### config.mk
export PLATFORM = sky130hd
export DESIGN_NAME = mult_io_ctrl
export DESIGN_NICKNAME = d
export VERILOG_FILES = /design/src/rtl/mult_pkg.sv /design/src/rtl/prod_fifo.sv /design/src/rtl/mult_io_ctrl.sv
export SDC_FILE = /design/constraint.sdc
export NUM_CORES = 1
export LEC_CHECK = 0
export ABC_AREA = 1
export BUFFER_PORTS_ARGS = -buffer_cell sky130_fd_sc_hd__buf_4
export CELL_PAD_IN_SITES_DETAIL_PLACEMENT = 1
export CELL_PAD_IN_SITES_GLOBAL_PLACEMENT = 2
export CORE_UTILIZATION = 31
export CTS_CLUSTER_SIZE = 25
export DETAILED_ROUTE_END_ITERATION = 10
export GPL_ROUTABILITY_DRIVEN = 0
export PLACE_DENSITY = 0.84
export SLEW_MARGIN = 30
export SYNTH_ARGS = -nofsm -noshare
export SYNTH_HDL_FRONTEND = slang
export SYNTH_SLANG_ARGS = --single-unit
### constraint.sdc
create_clock -name CLOCK -period 1.9 [get_ports CLOCK]
set_clock_uncertainty 0.1 [all_clocks]
set_input_delay 0.19 -clock CLOCK [delete_from_list [all_inputs] [get_ports CLOCK]]
set_output_delay 0.19 -clock CLOCK [all_outputs]
set_load 0.1 [all_outputs]
### src/rtl/mult_pkg.sv
// Shared types and defaults for the multiplier I/O controller.
// Holds the FSM state enum and default operand width/timeout constants.
package mult_pkg;

  localparam int SIZE_DEF    = 8;
  localparam int TIMEOUT_DEF = 4 * SIZE_DEF;

  typedef enum logic [1:0] {
    IDLE      = 2'd0,
    ISSUE     = 2'd1,
    WAIT_DONE = 2'd2,
    RELEASE   = 2'd3
  } state_t;

endpackage

### src/rtl/prod_fifo.sv
// Two-entry product FIFO; dout is the head entry, held while not popped.
// Ports: CLOCK, RESET (async low), push/din, pop, count, valid, dout.
module prod_fifo
  import mult_pkg::*;
#(
  parameter int W = 2 * SIZE_DEF
) (
  input  logic         CLOCK,
  input  logic         RESET,
  input  logic         push,
  input  logic [W-1:0] din,
  input  logic         pop,
  output logic [1:0]   count,
  output logic         valid,
  output logic [W-1:0] dout
);

  logic [W-1:0] mem [2];
  logic         rd_ptr;
  logic         wr_ptr;
  logic         do_push;
  logic         do_pop;

  assign do_pop  = pop && (count != 2'd0);
  // A push into a full buffer is only allowed when the head leaves
  // in the same cycle.
  assign do_push = push && ((count != 2'd2) || do_pop);

  always_ff @(posedge CLOCK or negedge RESET) begin
    if (!RESET) begin
      mem[0] <= '0;
      mem[1] <= '0;
      rd_ptr <= 1'b0;
      wr_ptr <= 1'b0;
      count  <= 2'd0;
    end else begin
      if (do_push) begin
        mem[wr_ptr] <= din;
        wr_ptr      <= ~wr_ptr;
      end
      if (do_pop) begin
        rd_ptr <= ~rd_ptr;
      end
      unique case ({do_push, do_pop})
        2'b10:   count <= count + 2'd1;
        2'b01:   count <= count - 2'd1;
        default: count <= count;
      endcase
    end
  end

  assign valid = (count != 2'd0);
  assign dout  = mem[rd_ptr];

endmodule

### src/rtl/mult_io_ctrl.sv
// Operand/handshake controller around an external START/END_MULT multiplier.
// Ports: in_* (operand handshake), op_M/op_X/START/END_MULT/product
// (multiplier side), out_* (buffered products), busy, timeout_err, op_count.
module mult_io_ctrl
  import mult_pkg::*;
#(
  parameter int SIZE    = SIZE_DEF,
  parameter int TIMEOUT = 4 * SIZE
) (
  input  logic              CLOCK,
  input  logic              RESET,
  input  logic              in_valid,
  output logic              in_ready,
  input  logic [SIZE-1:0]   in_a,
  input  logic [SIZE-1:0]   in_b,
  output logic [SIZE-1:0]   op_M,
  output logic [SIZE-1:0]   op_X,
  output logic              START,
  input  logic              END_MULT,
  input  logic [2*SIZE-1:0] product,
  output logic              out_valid,
  input  logic              out_ready,
  output logic [2*SIZE-1:0] out_data,
  output logic              busy,
  output logic              timeout_err,
  output logic [15:0]       op_count
);

  localparam int TW = $clog2(TIMEOUT + 1);

  state_t        state;
  state_t        next_state;
  logic [TW-1:0] tmo_cnt;
  logic          tmo_hit;
  logic          accept;
  logic          push;
  logic [1:0]    fifo_cnt;

  assign tmo_hit = (tmo_cnt == TW'(TIMEOUT)) && !END_MULT;
  assign accept  = in_valid && in_ready;

  // State register
  always_ff @(posedge CLOCK or negedge RESET) begin
    if (!RESET) begin
      state <= IDLE;
    end else begin
      state <= next_state;
    end
  end

  // Next-state logic
  always_comb begin
    next_state = state;
    unique case (state)
      IDLE:      if (accept) next_state = ISSUE;
      ISSUE:     next_state = WAIT_DONE;
      WAIT_DONE: if (END_MULT || tmo_hit) next_state = RELEASE;
      RELEASE:   if (!END_MULT) next_state = IDLE;
      default:   next_state = IDLE;
    endcase
  end

  // Output decode
  always_comb begin
    in_ready = 1'b0;
    busy     = 1'b1;
    push     = 1'b0;
    unique case (1'b1)
      (state == IDLE): begin
        in_ready = (fifo_cnt != 2'd2);
        busy     = 1'b0;
      end
      (state == WAIT_DONE): push = END_MULT;
      default: ;
    endcase
  end

  // START follows the upcoming state so it is glitch-free and drops
  // right after the capture (or timeout) cycle.
  always_ff @(posedge CLOCK or negedge RESET) begin
    if (!RESET) begin
      START <= 1'b0;
    end else begin
      START <= (next_state == ISSUE) || (next_state == WAIT_DONE);
    end
  end

  always_ff @(posedge CLOCK or negedge RESET) begin
    if (!RESET) begin
      op_M <= '0;
      op_X <= '0;
    end else if (state == IDLE && accept) begin
      op_M <= in_a;
      op_X <= in_b;
    end
  end

  always_ff @(posedge CLOCK or negedge RESET) begin
    if (!RESET) begin
      tmo_cnt     <= '0;
      timeout_err <= 1'b0;
      op_count    <= 16'd0;
    end else begin
      if (state == ISSUE) begin
        tmo_cnt <= '0;
      end else if (state == WAIT_DONE && !END_MULT && !tmo_hit) begin
        tmo_cnt <= tmo_cnt + TW'(1);
      end
      if (state == WAIT_DONE && tmo_hit) begin
        timeout_err <= 1'b1;
      end
      if (push) begin
        op_count <= op_count + 16'd1;
      end
    end
  end

  prod_fifo #(
    .W (2 * SIZE)
  ) u_fifo (
    .CLOCK (CLOCK),
    .RESET (RESET),
    .push  (push),
    .din   (product),
    .pop   (out_valid && out_ready),
    .count (fifo_cnt),
    .valid (out_valid),
    .dout  (out_data)
  );

endmodule
==> flow_metrics.py <==
metrics = {
    "logic_synthesis": {
        "ys.warnings.count": 0,
        "synthArstFlopShare_pct": 100.0,
        "syn-instance-count": 425,
        "synth_edf_count": 0,
        "synth_area_leader_cell": "dfrtp_1",
        "synth.distinct_cells": 27,
        "synth_fp_nets": 466,
        "yosysMostFrequentCell": "nand2_1",
        "ys.flop_type": "dfrtp_1",
        "ys_ff_latch": 78,
        "syn_area_per_cell_um2": 8.755,
        "netlist_area_um2": 3721,
        "synth-seq-area-share_pct": 52.45,
        "synth_top_area_share_pct": 52.45,
        "synth_area_leaders": "dfrtp_1 (52%), nand2_1 (16%), o21ai_2 (7.5%)",
        "synth_common_cells": "nand2_1 (156), dfrtp_1 (78), inv_1 (41), o21ai_2 (32), nand3_1 (31)",
    },
    "clocking": {
        "cts.path.max_buffers": 2,
        "root_buffer": "clkbuf_16",
        "cts_sinks": 78,
        "clkLatencyLatePin_ns": 0.34,
        "htree_num_levels": 3,
        "tritoncts": "built",
        "cts_inserted_buffers": 9,
        "clk_pin_slew_worst_paths_ns": 0.06,
    },
    "sta": {
        "slew_viol_final": 0,
        "period_share_pct": 94.27,
        "timing.final.crit_period_ns": 1.791,
        "finalSetupViolCount": 0,
        "fmax_mhz": 558.3,
        "hold_viol_final": 0,
        "setup_slack_ns": 0.1089,
        "slew_headroom_pct": 69.43,
        "rsz0062_at_grt": "false",
        "tns_ns": 0,
        "tightest_slew_ns": 0.4581,
    },
    "layout": {
        "final_cell_area_um2": 4976,
        "nets": 573,
        "drive_gt1_share_pct": 29.98,
        "syn_to_final_growth_pct": 33.73,
        "diodes": 0,
        "n_fill_cell": 1381,
    },
    "detailed_routing": {
        "avgRoutedWirePerCell_um": 13.55,
        "vias": 3091,
        "wl_um": 9216,
        "drtAntennaViolNets": 0,
        "drtIter0Drc": 167,
        "drtPass1Iterations": 7,
        "vias_per_cell": 4.546,
        "post-route-drc-count": 6,
    },
    "placement": {
        "io_buffers": 89,
        "pre_cts_ws_ns": 0.1126,
        "placed_area_um2": 4523,
        "place_hpwl_um": 6361,
    },
    "die": {
        "die-area_um2": 12450,
        "die_w_um": 111.6,
        "core_um2": 11560,
        "die_h_um": 111.6,
        "rows": 39,
        "initial_core_util_pct": 32.18,
        "io_pins": 90,
    },
    "setup_path": {
        "reg2reg_from": "state[1]",
        "path_max_fanout": 3,
        "reg2reg_slack_ns": 0.13,
        "end_kind": "primary output",
        "rr_worst_depth": 7,
        "cp_data_arrival_time_ns": 1.50,
        "critPathLaunch": "state[0]",
        "worstReg2RegEnd": "u_fifo.count[1]",
        "path_class": "register to primary output",
        "required_ns": 1.61,
        "critPathLaunchType": "register",
    },
    "global_route": {
        "grt_util_all_layers_pct": 16.16,
        "grt_pass1_wl_um": 15950,
        "gr-total-overflow": 0,
        "grt_pass1_vias": 3388,
        "antenna_found_initial": 0,
        "grt_start_max_net_pins": 67,
    },
    "min_path": {
        "min_from": "in_b[3]",
        "holdPathEnd": "op_X[3]",
        "hp-class": "input port to register",
        "whs_path_depth": 3,
    },
    "status": {
        "violations": "DRC",
        "status": "finished with violations",
    },
    "job": {
        "max-cap-violations": 0,
    },
}
final cells by class:
class	instances	area (µm²)	share of cell area [%]
sequential	78	1959	39.38
multi-input combinational	289	1508	30.30
timing repair buffer	109	870.8	17.50
clock buffer	13	270.3	5.431
tap	143	178.9	3.596
inverter	45	171.4	3.445
clock inverter	3	17.52	0.3520
cell usage in the layout (no fill, tap or decap), types with 3 or more instances in the layout:
cell / synthesis / routed
nand4_1: 7 / 7
inv_1: 41 / 41
o21ai_0: 7 / 7
nand3_1: 31 / 31
o21ai_2: 32 / 32
clkbuf_16: 0 / 9
nor2_1: 21 / 19
xor2_1: 7 / 7
nand2_4: 3 / 4
nand2_1: 156 / 156
dfrtp_1: 78 / 72
dlygate4sd3_1: 0 / 16
ha_1: 4 / 4
xnor2_1: 7 / 7
clkbuf_8: 0 / 3
dfrtp_2: 0 / 6
buf_4: 1 / 92
nand2_2: 4 / 3
per-layer routing:
layer	vias to the layer above	share of wire (%)	track usage (%)
li1	1545	-	-
met1	1453	45	20.33
met2	81	46	26.17
met3	12	6.4	4.137
met4	0	2.0	7.297
met5	-	0	0
cell families after synthesis:
family | after synthesis | share of synthesized area (%)
AO/OA/AOI/OAI | 44 | 9.348
XOR/XNOR | 14 | 3.295
adder cells (fa/ha/maj) | 4 | 1.345
buffers and inverters | 58 | 7.297
flip-flops | 78 | 52.45
AND/OR/NAND/NOR | 227 | 26.26
metrics by stage:
step | std cells | hold slack [ns] | util [%]
after floorplan | 425 | -0.2056 | -
after global placement | 648 | -0.04940 | 39.11
after detailed placement | 648 | -0.04659 | 39.11
after CTS | 680 | 0.004841 | 42.98
after global routing | 680 | 0.03761 | 43.03
final | 680 | 0.008056 | 43.03
how the worst max path moves through the flow:
stage,endpoint,slack (ns),depth (start not counted)
final,in_ready,0.11,4
after global routing,u_fifo.count[1],0.01,9
after floorplan,op_count[10],-0.05,9
after CTS,in_ready,0.08,4
after global placement,u_fifo.count[1],0.21,7
after detailed placement,u_fifo.count[1],0.11,7
flip-flops by register name, summed over array words and instances (netlist names):
name,flops
u_fifo.count,2
tmo_cnt,6
u_fifo.wr_ptr,1
timeout_err,1
state,2
u_fifo.rd_ptr,1
START,1
u_fifo.mem,32
op_count,16
op_X,8
op_M,8
worst max-delay path, cell delays in order, from the launching register on:
cell and delay [ns]:
dfrtp_1 0.45, nor2_1 0.16, inv_2 0.07, nor2_4 0.15
buf_4 0.32
timing repair:
item	4_1_cts	5_1_grt
buffers inserted	0	0
setup endpoints to repair	0	3
gates resized for setup	0	2
hold buffers	16	0
endpoints found under the hold margin	93	0
Power is not shown: default switching activity piles up to over one toggle a cycle in this logic, so the estimate is an artifact.
